`src/rtl/sp_dt_rx.sv`:
```
// Receive buffer for the non-stallable Softplus(dt) pipe: show-ahead FIFO with upstream credits.
// Optional latency checker enabled by defining SP_DT_RX_LATCHK_EN.
module sp_dt_rx #(
  parameter int unsigned DW     = 16,
  parameter int unsigned H_TILE = 1,
  parameter int unsigned SP_LAT = 33,
  parameter int unsigned DEPTH  = 64
) (
  input  logic                       clk,
  input  logic                       rst,
  input  logic                       issue_i,
  output logic                       issue_ok_o,
  input  logic                       sp_valid_i,
  input  logic [H_TILE*DW-1:0]       sp_data_i,
  output logic                       m_valid_o,
  output logic [H_TILE*DW-1:0]       m_data_o,
  input  logic                       m_ready_i,
  output logic [$clog2(DEPTH):0]     occ_o,
  output logic [$clog2(DEPTH):0]     inflight_o,
  output logic                       ovf_o,
  output logic                       cred_err_o,
  output logic                       lat_err_o
);

  localparam int unsigned AW = $clog2(DEPTH);
  localparam int unsigned CW = AW + 1;
  localparam int unsigned BW = H_TILE * DW;
  localparam logic [CW-1:0] DEPTH_C = CW'(DEPTH);
  localparam logic [CW:0]   DEPTH_S = (CW+1)'(DEPTH);

  if (SP_LAT < 1 || DEPTH < 2 || (DEPTH & (DEPTH - 1)) != 0) begin : g_bad_param
    $error("sp_dt_rx: SP_LAT must be >= 1 and DEPTH a power of 2 >= 2");
  end

  logic [BW-1:0] mem [DEPTH];
  logic [AW-1:0] wr_ptr;
  logic [AW-1:0] rd_ptr;
  logic [AW-1:0] rd_next;
  logic [CW-1:0] occ;
  logic [CW-1:0] inflight;
  logic [BW-1:0] dout;
  logic          ovf;
  logic          cred_err;
  logic          full;
  logic          pop;
  logic          push;
  logic [CW:0]   credit_sum;

  always_comb begin
    full       = (occ == DEPTH_C);
    pop        = (occ != '0) & m_ready_i;
    push       = sp_valid_i & (~full | pop);
    rd_next    = rd_ptr + AW'(pop);
    credit_sum = {1'b0, occ} + {1'b0, inflight};
  end

  assign issue_ok_o = (credit_sum < DEPTH_S);
  assign m_valid_o  = (occ != '0);
  assign m_data_o   = dout;
  assign occ_o      = occ;
  assign inflight_o = inflight;
  assign ovf_o      = ovf;
  assign cred_err_o = cred_err;

  always_ff @(posedge clk) begin
    if (!rst && push) begin
      mem[wr_ptr] <= sp_data_i;
    end
  end

  always_ff @(posedge clk) begin
    if (rst) begin
      wr_ptr   <= '0;
      rd_ptr   <= '0;
      occ      <= '0;
      inflight <= '0;
      dout     <= '0;
      ovf      <= 1'b0;
      cred_err <= 1'b0;
    end else begin
      if (push) begin
        wr_ptr <= wr_ptr + AW'(1);
      end
      rd_ptr <= rd_next;

      case ({push, pop})
        2'b10:   occ <= occ + CW'(1);
        2'b01:   occ <= occ - CW'(1);
        default: occ <= occ;
      endcase

      case ({issue_i, sp_valid_i})
        2'b10: begin
          if (inflight != DEPTH_C) begin
            inflight <= inflight + CW'(1);
          end
        end
        2'b01: begin
          if (inflight != '0) begin
            inflight <= inflight - CW'(1);
          end
        end
        default: inflight <= inflight;
      endcase

      if ((issue_i & ~issue_ok_o) | (sp_valid_i & (inflight == '0))) begin
        cred_err <= 1'b1;
      end
      if (sp_valid_i & full & ~pop) begin
        ovf <= 1'b1;
      end

      // Output register tracks the head: take the incoming beat when it becomes
      // the new head (FIFO empty after this cycle's pop), else advance on pop.
      if (push && (wr_ptr == rd_next)) begin
        dout <= sp_data_i;
      end else if (pop) begin
        dout <= mem[rd_next];
      end
    end
  end

`ifdef SP_DT_RX_LATCHK_EN
  logic [SP_LAT-1:0] lat_sr;
  logic              lat_err;

  always_ff @(posedge clk) begin
    if (rst) begin
      lat_sr  <= '0;
      lat_err <= 1'b0;
    end else begin
      lat_sr <= SP_LAT'({lat_sr, issue_i});
      if (sp_valid_i != lat_sr[SP_LAT-1]) begin
        lat_err <= 1'b1;
      end
    end
  end

  assign lat_err_o = lat_err;
`else
  assign lat_err_o = 1'b0;
`endif

endmodule
```
`config.mk`:
```
export PLATFORM = sky130hd
export DESIGN_NAME = sp_dt_rx
export DESIGN_NICKNAME = d
export VERILOG_FILES = /design/src/rtl/sp_dt_rx.sv
export SDC_FILE = /design/constraint.sdc
export NUM_CORES = 1
export LEC_CHECK = 0
export CAP_MARGIN = 0
export CORE_MARGIN = 2
export CORE_UTILIZATION = 50
export DETAILED_ROUTE_END_ITERATION = 10
export PLACE_DENSITY = 0.68
export REMOVE_ABC_BUFFERS = 1
export SLEW_MARGIN = 20
export SYNTH_ARGS = -nofsm -noshare
export SYNTH_HDL_FRONTEND = slang
export SYNTH_SLANG_ARGS = --single-unit
```
`constraint.sdc`:
```
create_clock -name clk -period 3.65 [get_ports clk]
set_input_delay 0.73 -clock clk [delete_from_list [all_inputs] [get_ports clk]]
set_output_delay 0.73 -clock clk [all_outputs]
set_load 0.01 [all_outputs]
```
==> impl_metrics.env, run 1 <==
export IMPL_drt_pass1_iterations=6
export IMPL_clockRootBuffer="sky130_fd_sc_hd__clkbuf_16"
export IMPL_track_usage_pct=24.8
export IMPL_power_frac_clock_pct=30.4
export IMPL_flow_area_growth_from_synthesis_pct=18.5
export IMPL_overall_power_mw=36.5
export IMPL_run_status="complete, no violations"
export IMPL_crit_fanout=6
export IMPL_r2r_end="m_data_o[0]"
export IMPL_fmaxAchievable_ghz=0.280
export IMPL_placement_rows=106
export IMPL_port_buffer_count=54
export IMPL_postSynthRegisterBits=1068
export IMPL_worst_setup_path_startpoint="occ_o[0]"
export IMPL_setup_violations=0
export IMPL_critical_path_endpoint_type="flop"
export IMPL_worst_endpoint_required_ns=4.21
export IMPL_timing_hold_worst_endpoint="ovf_o"
export IMPL_gp_routability_congestion=0.924
export IMPL_pwr_density_cell_mw_per_mm2=728
export IMPL_final_setup_tns_ns=0
export IMPL_ys_warn_count=0
export IMPL_hold_viol=0
export IMPL_core_area_mm2=0.0837
export IMPL_tightest_slew_ns=1.14
export IMPL_dpl_cell_area_mm2=0.0462
export IMPL_vdd_ir_drop_worst_mv=0.554
export IMPL_hold_path_class="reg2reg"
export IMPL_post_route_drc_count=0
export IMPL_dieHeight_um=295
export IMPL_grt_pass1_vias=22542
export IMPL_cts_buffer_depth=3
export IMPL_floorplan_initialDensity_pct=50.5
export IMPL_min_from="ovf_o"
export IMPL_num_ports=56
export IMPL_max_cap_viol_count=0
export IMPL_synth_edff_count=1024
export IMPL_finish_net_count=2468
export IMPL_holdBufCountCts=0
export IMPL_dp_slack_ns=-0.499
export IMPL_rr_worst_depth=13
export IMPL_layout_cells_most_common="sky130_fd_sc_hd__edfxtp_1"
export IMPL_grt_pass1_wl_mm=154
export IMPL_fraction_of_layout_instances_using_a_drive_strength_above_1_pct=30.8
export IMPL_fp_dieW_um=295
export IMPL_combPwrFrac_pct=31.8
export IMPL_fin_skew_ns=0.0433
export IMPL_timing_hold_worst_path_depth=2
export IMPL_viasPerCell=6.20
export IMPL_regToRegSetupSlack_ns=0.08
export IMPL_synth_flop_cell="sky130_fd_sc_hd__edfxtp_1"
export IMPL_sw_frac_of_total_pct=27.9
export IMPL_die_area_mm2=0.0868
export IMPL_power_leakage_nw=15.9
export IMPL_synth_cell_type_count=66
export IMPL_worst_r2r_startpoint="occ_o[0]"
export IMPL_final_max_slew_violation_count=0
export IMPL_power_switching_mw=10.2
export IMPL_period_share_pct=97.8
export IMPL_antenna_cells=0
export IMPL_initial_antenna_violation_count=4
export IMPL_syn_inst=2104
export IMPL_grt_remaining_overflow=0
export IMPL_final_critical_path_setup_slack_ns=0.0807
export IMPL_criticalPathCategory="reg2reg"
export IMPL_clkSinkCount=1068
export IMPL_place_detailed_hpwl_mm=65.2
export IMPL_crit_path_start_kind="flop"
export IMPL_clk_pin_slew_worst_paths_ns=0.06
export IMPL_maximum_number_of_pins_on_one_net_before_global_route_repair=57
export IMPL_synthesis_area_mm2=0.0423
export IMPL_detail_route_antenna_nets=0
export IMPL_synthesis_area_per_instance_um2=20.1
export IMPL_worst_slack_on_hold_paths_ns=0.490
export IMPL_cp_arrival_ns=4.12
export IMPL_clk_insertion_delay_late_ns=0.69
export IMPL_cellInternalPower_mw=26.3
export IMPL_clock_tree_from_tritoncts="done"
export IMPL_sequential_element_share_of_the_synthesized_area_pct=74.9
export IMPL_reg_power_share_pct=37.8
export IMPL_mostFrequentLayoutCells="1024 x sky130_fd_sc_hd__edfxtp_1, 256 x sky130_fd_sc_hd__mux4_2, 240 x sky130_fd_sc_hd__buf_4, 112 x sky130_fd_sc_hd__nor2_1, 108 x sky130_fd_sc_hd__clkbuf_16"
export IMPL_dr_first_iter_drc_count=2935
export IMPL_htreeDepth=3
export IMPL_post_drt_wl_per_cell_um=29.3
export IMPL_vias=22587
export IMPL_final_min_clock_period_ns=3.57
export IMPL_cts_buffers=104
export IMPL_routed_wl_mm=107
export IMPL_synth_async_reset_ratio_pct=0
export IMPL_timing_max_slew_rel_slack_pct=24.1
export IMPL_post_route_standard_cell_area_excluding_fillers_mm2=0.0501
layer usage:
metal  GRT usage (%)  up-vias  share of wire [%]
met5               0        -              0.022
met4            7.90        4                3.1
met3            5.52      194                 10
met2            39.6     1186                 48
met1            34.2    11830                 39
li1                -     9373                  -
layout make-up:
class / count / area, um^2
clock inverters: 63 / 866
well taps: 1134 / 1420
fillers: 5864 / 33600
multi-input cells: 895 / 10000
clock buffers: 125 / 2700
repair buffers: 347 / 3350
inverters: 13 / 48.8
flip-flops and latches: 1068 / 31600
state kept, by name (all words and copies together), names as in the netlist:
register and count:
mem 1024, m_data_o 16, inflight_o 7, occ_o 7
rd_ptr 6, wr_ptr 6, cred_err_o 1, ovf_o 1
synthesized netlist by cell type (3+ instances only):
| library cell | n | area [um^2] |
|---|---|---|
| sky130_fd_sc_hd__xor2_1 | 6 | 52.6 |
| sky130_fd_sc_hd__mux2i_1 | 35 | 350 |
| sky130_fd_sc_hd__nand4_1 | 8 | 50.1 |
| sky130_fd_sc_hd__nor2b_1 | 7 | 43.8 |
| sky130_fd_sc_hd__clkbuf_1 | 39 | 146 |
| sky130_fd_sc_hd__nand2_1 | 99 | 372 |
| sky130_fd_sc_hd__buf_4 | 33 | 248 |
| sky130_fd_sc_hd__nand4b_1 | 4 | 35.0 |
| sky130_fd_sc_hd__o22ai_1 | 31 | 194 |
| sky130_fd_sc_hd__a221o_1 | 15 | 150 |
| sky130_fd_sc_hd__buf_6 | 8 | 90.1 |
| sky130_fd_sc_hd__nand3_1 | 22 | 110 |
| sky130_fd_sc_hd__o221ai_1 | 17 | 149 |
| sky130_fd_sc_hd__o32ai_1 | 30 | 263 |
| sky130_fd_sc_hd__mux4_2 | 256 | 5770 |
| sky130_fd_sc_hd__buf_1 | 11 | 41.3 |
| sky130_fd_sc_hd__edfxtp_1 | 1024 | 30700 |
| sky130_fd_sc_hd__a21oi_1 | 64 | 320 |
| sky130_fd_sc_hd__o21ai_0 | 24 | 120 |
| sky130_fd_sc_hd__or4_1 | 3 | 22.5 |
| sky130_fd_sc_hd__a31oi_1 | 4 | 25.0 |
| sky130_fd_sc_hd__mux2_2 | 15 | 169 |
| sky130_fd_sc_hd__nand2b_1 | 5 | 31.3 |
| sky130_fd_sc_hd__nor3_1 | 24 | 120 |
| sky130_fd_sc_hd__o2bb2ai_1 | 14 | 123 |
| sky130_fd_sc_hd__dfxtp_1 | 44 | 881 |
| sky130_fd_sc_hd__and3_1 | 3 | 18.8 |
| sky130_fd_sc_hd__nor2_1 | 112 | 420 |
| sky130_fd_sc_hd__or3_1 | 7 | 43.8 |
| sky130_fd_sc_hd__o31a_1 | 16 | 140 |
| sky130_fd_sc_hd__nand3b_1 | 5 | 37.5 |
| sky130_fd_sc_hd__xnor2_1 | 15 | 131 |
| sky130_fd_sc_hd__ha_1 | 17 | 213 |
| sky130_fd_sc_hd__buf_2 | 37 | 185 |
| sky130_fd_sc_hd__inv_1 | 13 | 48.8 |
how the worst max path moves through the flow:
| stage | endpoint | slack, ns | cells past startpoint |
|---|---|---|---|
| 5_1_grt | m_data_o[7] | -0.01 | 15 |
| 4_1_cts | m_data_o[15] | 0.002 | 13 |
| 3_5_place_dp | m_data_o[1] | -0.50 | 13 |
| 2_1_floorplan | m_data_o[10] | -9.30 | 10 |
| 3_3_place_gp | m_data_o[2] | -0.45 | 12 |
| 6_report | m_data_o[0] | 0.08 | 13 |
critical path, stage by stage, from the launching register on:
cell and delay [ns]:
sky130_fd_sc_hd__dfxtp_1 0.31, sky130_fd_sc_hd__or3_4 0.41, sky130_fd_sc_hd__o31ai_4 0.28, sky130_fd_sc_hd__inv_2 0.10, sky130_fd_sc_hd__ha_4 0.39, sky130_fd_sc_hd__buf_12 0.17, sky130_fd_sc_hd__buf_4 0.17, sky130_fd_sc_hd__mux4_2 0.51
sky130_fd_sc_hd__mux2_2 0.30, sky130_fd_sc_hd__o22ai_1 0.21, sky130_fd_sc_hd__o21ai_0 0.18, sky130_fd_sc_hd__a21oi_1 0.21, sky130_fd_sc_hd__o31a_1 0.15, sky130_fd_sc_hd__o2bb2ai_1 0.06
power by group through the flow:
stage | Clock (mW) | Combinational [mW] | Sequential, mW
floorplan | 0 | 3.50 | 14.0
global placement | 0 | 11.1 | 14.0
detailed placement | 0 | 11.2 | 14.0
CTS | 11.2 | 11.3 | 13.7
global route | 11.7 | 12.3 | 13.8
finish | 11.1 | 11.6 | 13.8
stage by stage:
step / instances / utilization (%)
2_1_floorplan: 1976 / -
3_3_place_gp: 3447 / 55.2
3_5_place_dp: 3447 / 55.2
4_1_cts: 3636 / 59.5
5_1_grt: 3645 / 59.8
6_report: 3645 / 59.8
logic make-up after synthesis:
| family | count (synthesis) | synth area share [%] |
|---|---|---|
| other | 1 | 0.00888 |
| multiplexers | 306 | 14.9 |
| buffers and inverters | 141 | 1.80 |
| AND/OR/NAND/NOR | 312 | 3.36 |
| adder cells (fa/ha/maj) | 18 | 0.551 |
| flip-flops | 1068 | 74.9 |
| XOR/XNOR | 25 | 0.634 |
| AO/OA/AOI/OAI | 233 | 3.91 |
timing repair:
item                                    CTS  global route
resized for setup                         8            27
gates cloned                              1             3
pin swaps                                 1             7
buffers inserted                          0             6
endpoints found under the setup margin   12            17
(Power assumes the default switching activity.)
==> run 2, diff against run 1 <==
--- a/config.mk
+++ b/config.mk
@@ -9,7 +9,7 @@
 export CORE_MARGIN = 2
 export CORE_UTILIZATION = 50
 export DETAILED_ROUTE_END_ITERATION = 10
-export PLACE_DENSITY = 0.68
+export PLACE_DENSITY = 0.67
 export REMOVE_ABC_BUFFERS = 1
 export SLEW_MARGIN = 20
 export SYNTH_ARGS = -nofsm -noshare
==> run 2 against run 1 <==
The run now ends with setup timing left; setup slack got worse by 0.084 ns; via count about the same; sequential power hardly changed; combinational power hardly changed; power down 1.7%; routed wire length decreased by 1.1%; die area did not move; sequential share of layout area fell by 0.60 points; critical path type unchanged; largest cell class unchanged.
==> impl_metrics.env, run 2 (synthesis gave the netlist of run 1 again) <==
export IMPL_violations="setup timing"
export IMPL_tightest_slew_ns=1.11
export IMPL_overall_power_mw=35.9
export IMPL_clockRootBuffer="sky130_fd_sc_hd__clkbuf_16"
export IMPL_power_leakage_nw=16.1
export IMPL_post_drt_wl_per_cell_um=28.6
export IMPL_gp_routability_congestion=0.901
export IMPL_endpoint="m_data_o[15]"
export IMPL_clkSinkCount=1068
export IMPL_grt_use_met1_pct=34.4
export IMPL_crit_path_start_kind="flop"
export IMPL_largest_register="mem"
export IMPL_layout_cells_most_common="sky130_fd_sc_hd__edfxtp_1"
export IMPL_placement_rows=106
export IMPL_die_area_mm2=0.0868
export IMPL_cp_arrival_ns=4.21
export IMPL_clk_insertion_delay_late_ns=0.68
export IMPL_min_from="ovf_o"
export IMPL_place_detailed_hpwl_mm=65.6
export IMPL_final_max_slew_violation_count=0
export IMPL_rr_worst_depth=14
export IMPL_routed_wl_mm=106
export IMPL_largest_reg_flops=1024
export IMPL_fraction_of_layout_instances_using_a_drive_strength_above_1_pct=33.1
export IMPL_dieHeight_um=295
export IMPL_maximum_number_of_pins_on_one_net_before_global_route_repair=52
export IMPL_floorplan_initialDensity_pct=50.5
export IMPL_holdBufCountCts=0
export IMPL_global_route_peak_usage_layer="met2"
export IMPL_num_ports=56
export IMPL_max_cap_viol_count=0
export IMPL_final_critical_path_setup_slack_ns=-0.00358
export IMPL_crit_fanout=8
export IMPL_post_route_drc_count=0
export IMPL_hold_viol=0
export IMPL_initial_antenna_violation_count=4
export IMPL_drt_pass1_iterations=6
export IMPL_r2r_end="m_data_o[15]"
export IMPL_run_status="finished, violations left"
export IMPL_hold_path_class="reg2reg"
export IMPL_setup_violations=2
export IMPL_fin_skew_ns=0.0257
export IMPL_grt_remaining_overflow=0
export IMPL_detail_route_antenna_nets=0
export IMPL_fp_dieW_um=295
export IMPL_grt_pass1_wl_mm=153
export IMPL_fmaxAchievable_ghz=0.274
export IMPL_finish_net_count=2520
export IMPL_vias=22565
export IMPL_rsz0062_at_grt="true"
export IMPL_cts_buffer_depth=3
export IMPL_port_buffer_count=54
export IMPL_htreeDepth=3
export IMPL_track_usage_pct=24.5
export IMPL_timing_max_slew_rel_slack_pct=25.9
export IMPL_flow_area_growth_from_synthesis_pct=19.6
export IMPL_core_area_mm2=0.0837
export IMPL_worst_endpoint_required_ns=4.20
export IMPL_clock_tree_from_tritoncts="done"
export IMPL_cts_buffers=107
export IMPL_period_share_pct=100
export IMPL_grt_pass1_vias=22734
export IMPL_worst_r2r_startpoint="occ_o[2]"
export IMPL_critical_path_endpoint_type="flop"
export IMPL_clk_pin_slew_worst_paths_ns=0.06
export IMPL_vdd_ir_drop_worst_mv=0.493
export IMPL_pwr_density_cell_mw_per_mm2=710
export IMPL_worst_setup_path_startpoint="occ_o[2]"
export IMPL_final_min_clock_period_ns=3.65
export IMPL_dr_first_iter_drc_count=2786
export IMPL_mostFrequentLayoutCells="1024 x sky130_fd_sc_hd__edfxtp_1, 276 x sky130_fd_sc_hd__buf_4, 256 x sky130_fd_sc_hd__mux4_2, 112 x sky130_fd_sc_hd__nor2_1, 111 x sky130_fd_sc_hd__clkbuf_16"
export IMPL_gr_usage_met3_pct=4.39
export IMPL_worst_slack_on_hold_paths_ns=0.494
export IMPL_dp_slack_ns=-0.615
export IMPL_regToRegSetupSlack_ns=-0.004
export IMPL_grt_met2_usage_pct=38.8
export IMPL_viasPerCell=6.11
export IMPL_criticalPathCategory="reg2reg"
[run 2: per-layer routing]
layer	part of all wire [%]	up-vias
met3	8.8	209
met5	0.033	-
met1	39	11774
li1	-	9507
met4	3.6	6
met2	48	1069
[run 2: where the power goes]
group          internal (mW)  total, mW  switching (mW)
sequential              13.6       13.7           0.188
combinational           6.44       11.8            5.34
clock                   5.82       10.3            4.50
[run 2: critical path, stage by stage, from the launching register on]
cell and delay (ns):
sky130_fd_sc_hd__dfxtp_1 0.31, sky130_fd_sc_hd__or3_4 0.41, sky130_fd_sc_hd__o31ai_4 0.35, sky130_fd_sc_hd__inv_2 0.10
sky130_fd_sc_hd__ha_4 0.30, sky130_fd_sc_hd__buf_4 0.15, sky130_fd_sc_hd__buf_16 0.16, sky130_fd_sc_hd__buf_12 0.12
sky130_fd_sc_hd__buf_4 0.15, sky130_fd_sc_hd__mux4_2 0.53, sky130_fd_sc_hd__nor3_1 0.24, sky130_fd_sc_hd__o21ai_0 0.18
sky130_fd_sc_hd__a21oi_2 0.31, sky130_fd_sc_hd__o31a_1 0.18, sky130_fd_sc_hd__o2bb2ai_1 0.07
[run 2: worst min-delay path by stage]
stage	to	slack, ns	depth (start not counted)
6_report	ovf_o	0.49	2
5_1_grt	ovf_o	0.52	2
4_1_cts	ovf_o	0.50	2
3_5_place_dp	ovf_o	0.48	2
3_3_place_gp	ovf_o	0.46	2
2_1_floorplan	ovf_o	0.50	2
[run 2: through the flow]
step,cells,instance area [um^2],setup TNS [ns],utilization (%)
6_report,3696,50500,-0.00411,60.4
5_1_grt,3695,50500,-0.295,60.4
4_1_cts,3681,50100,0,59.8
3_5_place_dp,3473,46400,-6.31,55.5
3_3_place_gp,3473,46400,-6.20,55.5
2_1_floorplan,1976,41500,-159.44,-
[run 2: final cells by class]
cell class / instances / area (um^2)
Fill cell: 5875 / 33200
Sequential cell: 1068 / 31600
Multi-Input combinational cell: 895 / 10300
Timing Repair Buffer: 396 / 3870
Clock buffer: 133 / 2820
Tap cell: 1134 / 1420
Clock inverter: 56 / 467
Inverter: 13 / 48.8
Antenna cell: 1 / 2.50
[run 2: what timing repair did]
| item | in CTS | in global routing |
|---|---|---|
| gates cloned | 2 | 3 |
| resized for setup | 27 | 62 |
| buffers inserted | 17 | 12 |
| setup endpoints to repair | 16 | 17 |
| pin swaps | 7 | 20 |
